--- src/rtl/dds_dac_scaler_if.sv ---
// Sample-in / DAC-code-out signal bundle for dds_dac_scaler.
// Sample_Valid and DAC_Valid form a push-only stream with no backpressure: a sample is taken on every cycle Sample_Valid is 1, and its result appears with DAC_Valid exactly three cycles later.
interface dds_dac_scaler_if;
    logic [31:0] Sample;
    logic        Sample_Valid;
    logic [2:0]  Mode;
    logic [15:0] Amp_In;
    logic [15:0] Ofs_In;
    logic        Load;
    logic [13:0] DAC_Code;
    logic        DAC_Valid;
    logic        Clip;
    logic        Pending;

    modport master (
        output Sample, Sample_Valid, Mode, Amp_In, Ofs_In, Load,
        input  DAC_Code, DAC_Valid, Clip, Pending
    );

    modport slave (
        input  Sample, Sample_Valid, Mode, Amp_In, Ofs_In, Load,
        output DAC_Code, DAC_Valid, Clip, Pending
    );
endinterface

--- src/rtl/dds_dac_scaler.sv ---
// Three-stage gain/offset scaler from a Q2.29 oscillator sample to a 14-bit offset-binary DAC code.
// Gain and offset are double-buffered and only switch at a zero crossing or while the stream is idle, so a running waveform never glitches mid-cycle.
module dds_dac_scaler (
    input  logic            Fg_CLK,
    input  logic            RESETn,
    dds_dac_scaler_if.slave bus
);
    localparam logic [2:0]         MODE_SQUARE = 3'd3;
    localparam logic [13:0]        MIDSCALE    = 14'd8192;
    localparam logic signed [16:0] X_NEG_FS    = -17'sd8192;
    localparam logic signed [16:0] X_POS_FS    = 17'sd8191;

    // Parameter shadow/active registers
    logic        pending_q, pending_d;
    logic        prev_sign_q, prev_sign_d;
    logic [15:0] sh_amp_q, sh_amp_d;
    logic [15:0] sh_ofs_q, sh_ofs_d;
    logic [15:0] act_amp_q, act_amp_d;
    logic [15:0] act_ofs_q, act_ofs_d;

    // Pipeline stages
    logic               s1_valid_q, s1_valid_d;
    logic signed [16:0] x_q, x_d;
    logic [15:0]        amp1_q, amp1_d;
    logic [15:0]        ofs1_q, ofs1_d;
    logic               s2_valid_q, s2_valid_d;
    logic signed [19:0] s_q, s_d;
    logic [15:0]        ofs2_q, ofs2_d;
    logic               s3_valid_q, s3_valid_d;
    logic [13:0]        dac_code_q, dac_code_d;
    logic               clip_q, clip_d;

    logic               zero_cross;
    logic               apply;
    logic [15:0]        amp_use;
    logic [15:0]        ofs_use;
    logic signed [33:0] prod;
    logic signed [20:0] y;

    always_comb begin
        zero_cross  = bus.Sample_Valid && (bus.Sample[31] != prev_sign_q);
        // A Load in the same cycle wins over any apply condition.
        apply       = pending_q && !bus.Load && (zero_cross || !bus.Sample_Valid);
        amp_use     = apply ? sh_amp_q : act_amp_q;
        ofs_use     = apply ? sh_ofs_q : act_ofs_q;

        pending_d   = pending_q;
        prev_sign_d = prev_sign_q;
        sh_amp_d    = sh_amp_q;
        sh_ofs_d    = sh_ofs_q;
        act_amp_d   = act_amp_q;
        act_ofs_d   = act_ofs_q;

        if (apply) begin
            act_amp_d = sh_amp_q;
            act_ofs_d = sh_ofs_q;
            pending_d = 1'b0;
        end
        if (bus.Load) begin
            sh_amp_d  = bus.Amp_In;
            sh_ofs_d  = bus.Ofs_In;
            pending_d = 1'b1;
        end
        if (bus.Sample_Valid) begin
            prev_sign_d = bus.Sample[31];
        end
    end

    always_comb begin
        s1_valid_d = bus.Sample_Valid;
        x_d        = x_q;
        amp1_d     = amp1_q;
        ofs1_d     = ofs1_q;
        if (bus.Sample_Valid) begin
            if (bus.Mode == MODE_SQUARE) begin
                x_d = bus.Sample[31] ? X_NEG_FS : X_POS_FS;
            end else begin
                x_d = 17'($signed(bus.Sample) >>> 16);
            end
            amp1_d = amp_use;
            ofs1_d = ofs_use;
        end

        // Gain is unsigned, so it is zero-extended before the signed multiply.
        prod       = 34'(x_q) * $signed({18'd0, amp1_q});
        s2_valid_d = s1_valid_q;
        s_d        = s_q;
        ofs2_d     = ofs2_q;
        if (s1_valid_q) begin
            s_d    = 20'(prod >>> 15);
            ofs2_d = ofs1_q;
        end

        y          = 21'(s_q) + 21'($signed(ofs2_q)) + 21'sd8192;
        s3_valid_d = s2_valid_q;
        dac_code_d = dac_code_q;
        clip_d     = clip_q;
        if (s2_valid_q) begin
            if (y < 0) begin
                dac_code_d = 14'd0;
                clip_d     = 1'b1;
            end else if (y > 21'sd16383) begin
                dac_code_d = 14'd16383;
                clip_d     = 1'b1;
            end else begin
                dac_code_d = y[13:0];
                clip_d     = 1'b0;
            end
        end
    end

    always_ff @(posedge Fg_CLK or negedge RESETn) begin
        if (!RESETn) begin
            pending_q   <= 1'b0;
            prev_sign_q <= 1'b0;
            sh_amp_q    <= '0;
            sh_ofs_q    <= '0;
            act_amp_q   <= '0;
            act_ofs_q   <= '0;
            s1_valid_q  <= 1'b0;
            x_q         <= '0;
            amp1_q      <= '0;
            ofs1_q      <= '0;
            s2_valid_q  <= 1'b0;
            s_q         <= '0;
            ofs2_q      <= '0;
            s3_valid_q  <= 1'b0;
            dac_code_q  <= MIDSCALE;
            clip_q      <= 1'b0;
        end else begin
            pending_q   <= pending_d;
            prev_sign_q <= prev_sign_d;
            sh_amp_q    <= sh_amp_d;
            sh_ofs_q    <= sh_ofs_d;
            act_amp_q   <= act_amp_d;
            act_ofs_q   <= act_ofs_d;
            s1_valid_q  <= s1_valid_d;
            x_q         <= x_d;
            amp1_q      <= amp1_d;
            ofs1_q      <= ofs1_d;
            s2_valid_q  <= s2_valid_d;
            s_q         <= s_d;
            ofs2_q      <= ofs2_d;
            s3_valid_q  <= s3_valid_d;
            dac_code_q  <= dac_code_d;
            clip_q      <= clip_d;
        end
    end

    assign bus.DAC_Code  = dac_code_q;
    assign bus.DAC_Valid = s3_valid_q;
    assign bus.Clip      = clip_q;
    assign bus.Pending   = pending_q;
endmodule
--- src/flat_wrapper.sv ---
// flat-port wrapper written by rule: the top's interface ports become plain ports
module dds_dac_scaler_flat 
  (Fg_CLK, RESETn, bus_Sample, bus_Sample_Valid, bus_Mode, bus_Amp_In, bus_Ofs_In, bus_Load, bus_DAC_Code, bus_DAC_Valid, bus_Clip, bus_Pending);
  dds_dac_scaler_if bus_i ();
  input  logic Fg_CLK;
  input  logic RESETn;
  input wire logic [$bits(bus_i.Sample)-1:0] bus_Sample;
  input wire logic [$bits(bus_i.Sample_Valid)-1:0] bus_Sample_Valid;
  input wire logic [$bits(bus_i.Mode)-1:0] bus_Mode;
  input wire logic [$bits(bus_i.Amp_In)-1:0] bus_Amp_In;
  input wire logic [$bits(bus_i.Ofs_In)-1:0] bus_Ofs_In;
  input wire logic [$bits(bus_i.Load)-1:0] bus_Load;
  output wire logic [$bits(bus_i.DAC_Code)-1:0] bus_DAC_Code;
  output wire logic [$bits(bus_i.DAC_Valid)-1:0] bus_DAC_Valid;
  output wire logic [$bits(bus_i.Clip)-1:0] bus_Clip;
  output wire logic [$bits(bus_i.Pending)-1:0] bus_Pending;
  assign bus_i.Sample = bus_Sample;
  assign bus_i.Sample_Valid = bus_Sample_Valid;
  assign bus_i.Mode = bus_Mode;
  assign bus_i.Amp_In = bus_Amp_In;
  assign bus_i.Ofs_In = bus_Ofs_In;
  assign bus_i.Load = bus_Load;
  assign bus_DAC_Code = bus_i.DAC_Code;
  assign bus_DAC_Valid = bus_i.DAC_Valid;
  assign bus_Clip = bus_i.Clip;
  assign bus_Pending = bus_i.Pending;
  dds_dac_scaler u_core (.Fg_CLK(Fg_CLK), .RESETn(RESETn), .bus(bus_i));
endmodule
--- config.mk ---
export PLATFORM = sky130hd
export DESIGN_NAME = dds_dac_scaler_flat
export DESIGN_NICKNAME = d
export VERILOG_FILES = /design/src/rtl/dds_dac_scaler_if.sv /design/src/rtl/dds_dac_scaler.sv /design/src/flat_wrapper.sv
export SDC_FILE = /design/constraint.sdc
export NUM_CORES = 1
export LEC_CHECK = 0
export ABC_AREA = 0
export BUFFER_PORTS_ARGS = -buffer_cell sky130_fd_sc_hd__clkbuf_2
export CORE_MARGIN = 2
export CORE_UTILIZATION = 40
export CTS_BUF_LIST = sky130_fd_sc_hd__clkbuf_8
export CTS_CLUSTER_SIZE = 8
export DETAILED_ROUTE_END_ITERATION = 8
export PLACE_DENSITY = 0.57
export RECOVER_POWER = 50
export SLEW_MARGIN = 25
export SYNTH_ARGS = -nofsm -noshare
export SYNTH_HDL_FRONTEND = slang
export SYNTH_SLANG_ARGS = --single-unit
--- constraint.sdc ---
create_clock -name Fg_CLK -period 19.2 [get_ports Fg_CLK]
set_input_delay 0.96 -clock Fg_CLK [delete_from_list [all_inputs] [get_ports Fg_CLK]]
set_output_delay 0.96 -clock Fg_CLK [all_outputs]
set_load 0.02 [all_outputs]
==> parameters.txt <==
Parameter                              Value

Run status
  Outcome    complete, but fails checks
  Failing checks    capacitance limit, slew limit

GRT
  Initial antenna violation count    1
  Gr ovfl total    0
  Gr usage total    0.180
  Largest net degree at the start of global routing    107
  Vias in the first global route    12,200
  Global-route wire length before repair    63,800 um

Synth
  Post-synthesis net count    2,140
  Top post-synthesis cells by area    sky130_fd_sc_hd__fa_1, sky130_fd_sc_hd__dfrtp_1, sky130_fd_sc_hd__ha_1
  Fraction of the yosys area taken by sequential cells    0.240
  Compound-cell area share of the yosys netlist    0.0687
  Number of enable-type register cells in the synthesized netlist    0
  Adder and majority cell fraction of the synthesized area    0.398
  Synthesis Warnings    0
  Synthesized instance count    1,679
  Number of unique standard cell types used by synthesis    65
  Share of synthesized area spent on multiplexers    0.0809
  Synthesized cell area    0.0173 mm^2
  Number of synthesized register bits    166
  Dominant combinational cell family by area after synthesis    adder cells
  Most used DFF post-synth    sky130_fd_sc_hd__dfrtp_1
  Share of flip-flops with an asynchronous set or reset after synthesis    1.00
  Simple-gate share of the synthesized area    0.108
  Cell type with the highest aggregate area in the netlist    sky130_fd_sc_hd__fa_1
  Fraction of synthesized cell area in xor and xnor cells    0.0157
  Mean post-synth cell area    10.3 um^2
  Area share of the largest cell type after synthesis    0.310

Route
  Detailed-routing iteration count for the pre-antenna-repair pass    5
  Number of DRC markers in iteration 0    536
  Antenna Nets Post-Route    0
  DRC errors left    0
  Post-detailed-route via-to-cell ratio    4.89
  Count of vias placed by the detailed router    11,300
  Total wire length after detailed routing    36,800 um
  Final routed wire length divided by cell count    15.9 um

Die
  Overall die area    0.0450 mm^2
  Chip height    212 um
  Num rows    76
  Die extent in x    212 um
  Core Footprint    0.0429 mm^2
  Starting utilization of the core area    0.404
  I/O pin cnt    88

Cells and area
  Area growth syn-to-layout    7.49%
  Fraction of final layout cells with drive strength greater than 1    0.145
  Storage cell area    0.00416 mm^2
  Fill cells    4,110
  Antenna fix cells    0
  Non-filler instance count after layout    2,308
  Layout net count    2,171
  Design Area, Final    0.0186 mm^2
  Multi-input logic area    0.0116 mm^2

STA
  Setup repair after global routing missed its margin    no
  Post-route setup TNS    0 ns
  Setup Skew    0.0169 ns
  Final Critical Period    7.05 ns
  Worst slew slack as a fraction of its limit    -2.69
  Top achievable clock speed    142 MHz
  Final number of setup-violating endpoints    0
  Transition time of the tightest slew-check pin    5.54 ns
  Count of final max-slew check failures    243
  Post-route clock period utilization    0.367
  Number of hold violations in the final report    0

Clock tree
  Number of cells upsized or downsized after cts    0
  Clock tree buffer depth    2
  Setup fix buffers added after clock tree synthesis    0
  Number of clock sinks seen by CTS    166
  Number of H-tree levels    4
  CTS tree    done
  Cell at the root of the clock tree    sky130_fd_sc_hd__clkbuf_8
  Number of hold buffers added after CTS    0
  Clock latency reported for the late side of the worst-skew pair    0.47 ns
  Cts bufs inserted    17
  Clock Pin Slew Worst Setup and Hold Paths    0.09 ns

Critical path
  Startpoint type of the worst setup path    flip-flop
  Required time at the worst-slack endpoint    19.49 ns
  Path depth of the worst reg2reg path    19
  Worst R2R Start    u_core.amp1_q[2]
  CP max FO    17
  CP startpoint    u_core.amp1_q[2]
  Kind of critical path    reg -> reg
  R2r setup slk    12.15 ns
  Critical Path End Type    flip-flop
  Crit Reg-Reg Endpoint    u_core.s_q[18]
  Data arrival time of the worst path    7.33 ns

Worst hold path
  Worst Hold Path EP    u_core.act_amp_q[1]
  Hold Path Origin    u_core.act_amp_q[1]
  Hold depth    1
  Min-Delay Path Class    reg -> reg

Placement
  Placement-stage cell area    0.0182 mm^2
  Last weighted congestion value of the routability-driven placer    0.828
  Post-DP HPWL    28,800 um
  Number of placed cells counting well taps    2,276
  Count of buffers inserted at the top-level ports    71

Flow run
  Max-cap viol count    4
cell type report:
| cell class | count | area share |
|---|---|---|
| Clock buffer | 19 | 0.0140 |
| Clock inverter | 13 | 0.00779 |
| Inverter | 346 | 0.0697 |
| Multi-Input combinational cell | 1103 | 0.625 |
| Sequential cell | 166 | 0.223 |
| Tap cell | 585 | 0.0393 |
| Timing Repair Buffer | 76 | 0.0216 |
synth_stat cells (8+ instances only):
master                     count
sky130_fd_sc_hd__clkbuf_1     60
sky130_fd_sc_hd__fa_1        268
sky130_fd_sc_hd__mux2_2      121
sky130_fd_sc_hd__inv_1       346
sky130_fd_sc_hd__nand2_1     179
sky130_fd_sc_hd__o21a_1        8
sky130_fd_sc_hd__xnor2_1      18
sky130_fd_sc_hd__nor2_1       37
sky130_fd_sc_hd__nor3_1       12
sky130_fd_sc_hd__a22oi_2       9
sky130_fd_sc_hd__and2_1      102
sky130_fd_sc_hd__o21ai_0      26
sky130_fd_sc_hd__nand2b_1     18
sky130_fd_sc_hd__xor2_1       13
sky130_fd_sc_hd__a21oi_1      67
sky130_fd_sc_hd__ha_1        122
sky130_fd_sc_hd__dfrtp_1     165
sequential cells by signal, summed over array words and instances (netlist names):
register,flops
u_core.x_q,16
u_core.bus.Pending,1
u_core.act_ofs_q,16
u_core.ofs2_q,16
u_core.bus.DAC_Code,14
u_core.bus.Clip,1
u_core.ofs1_q,16
u_core.s_q,19
u_core.act_amp_q,16
u_core.sh_ofs_q,16
u_core.bus.DAC_Valid,1
u_core.s1_valid_q,1
u_core.s2_valid_q,1
u_core.sh_amp_q,16
u_core.amp1_q,16
routing by layer:
layer | global-route usage | wire [um] | part of all wire | vias up
met5 | 0 | 0 | 0 | -
li1 | - | - | - | 5283
met1 | 0.244 | 17100 | 0.47 | 5827
met3 | 0.0254 | 1030 | 0.028 | 29
met2 | 0.308 | 18100 | 0.49 | 153
met4 | 0.0338 | 472 | 0.013 | 0
cells in the final DEF (no fill, tap or decap), types with 5 or more instances in the layout:
master / synthesis / layout
sky130_fd_sc_hd__fa_1: 268 / 268
sky130_fd_sc_hd__xor2_1: 13 / 13
sky130_fd_sc_hd__o21ai_0: 26 / 26
sky130_fd_sc_hd__a211oi_1: 6 / 6
sky130_fd_sc_hd__ha_1: 122 / 122
sky130_fd_sc_hd__nand2b_1: 18 / 18
sky130_fd_sc_hd__a31oi_1: 6 / 6
sky130_fd_sc_hd__a21o_1: 7 / 7
sky130_fd_sc_hd__mux2_2: 121 / 121
sky130_fd_sc_hd__clkbuf_2: 0 / 68
sky130_fd_sc_hd__nor2_1: 37 / 36
sky130_fd_sc_hd__nand2_1: 179 / 179
sky130_fd_sc_hd__nor3_1: 12 / 12
sky130_fd_sc_hd__and3_1: 5 / 5
sky130_fd_sc_hd__inv_1: 346 / 348
sky130_fd_sc_hd__xnor2_1: 18 / 18
sky130_fd_sc_hd__clkbuf_1: 60 / 5
sky130_fd_sc_hd__and2_1: 102 / 102
sky130_fd_sc_hd__dfrtp_1: 165 / 165
sky130_fd_sc_hd__o211ai_1: 5 / 5
sky130_fd_sc_hd__a21oi_1: 67 / 66
sky130_fd_sc_hd__a22oi_2: 9 / 9
sky130_fd_sc_hd__o21a_1: 8 / 8
sky130_fd_sc_hd__clkbuf_8: 0 / 19
worst max-delay path, stage by stage (launching register included):
cell                        delay, ns
sky130_fd_sc_hd__dfrtp_1         0.91
sky130_fd_sc_hd__nand2_1         0.30
sky130_fd_sc_hd__fa_1            0.77
sky130_fd_sc_hd__fa_1            0.51
sky130_fd_sc_hd__inv_1           0.32
sky130_fd_sc_hd__fa_1            0.51
sky130_fd_sc_hd__fa_1            0.52
sky130_fd_sc_hd__fa_1            0.50
sky130_fd_sc_hd__inv_1           0.05
sky130_fd_sc_hd__fa_1            0.48
sky130_fd_sc_hd__inv_1           0.04
sky130_fd_sc_hd__ha_1            0.30
sky130_fd_sc_hd__a21oi_1         0.14
sky130_fd_sc_hd__o21a_1          0.16
sky130_fd_sc_hd__o211ai_1        0.10
sky130_fd_sc_hd__o31ai_1         0.45
sky130_fd_sc_hd__o2111ai_1       0.24
sky130_fd_sc_hd__a31oi_1         0.25
sky130_fd_sc_hd__xnor2_1         0.21
sky130_fd_sc_hd__mux2i_1         0.12
through the flow:
stage	hold slack [ns]	util	setup WS [ns]
after floorplan	0.352	-	13.09
after global placement	0.476	0.425	12.19
after detailed placement	0.484	0.425	12.13
after CTS	0.504	0.435	12.11
after global routing	0.517	0.434	11.78
final	0.500	0.434	12.15
how the worst max path moves through the flow:
| stage | cells after the start | end | slack (ns) |
|---|---|---|---|
| 2_1_floorplan | 21 | u_core.s_q[15] | 13.09 |
| 3_3_place_gp | 19 | u_core.s_q[15] | 12.19 |
| 3_5_place_dp | 19 | u_core.s_q[15] | 12.13 |
| 4_1_cts | 19 | u_core.s_q[15] | 12.11 |
| 5_1_grt | 19 | u_core.s_q[18] | 11.78 |
| 6_report | 19 | u_core.s_q[18] | 12.15 |
logic make-up (layout without fill, tap and decap cells):
logic type	Yosys count	count (layout)
xor+xnor	31	31
simple gates	380	380
flops	166	166
mux	125	125
fa+ha+maj	390	390
compound gates	177	177
buf+inv	410	454
Power is not shown: default switching activity piles up to over one toggle a cycle in this logic, so the estimate is an artifact.
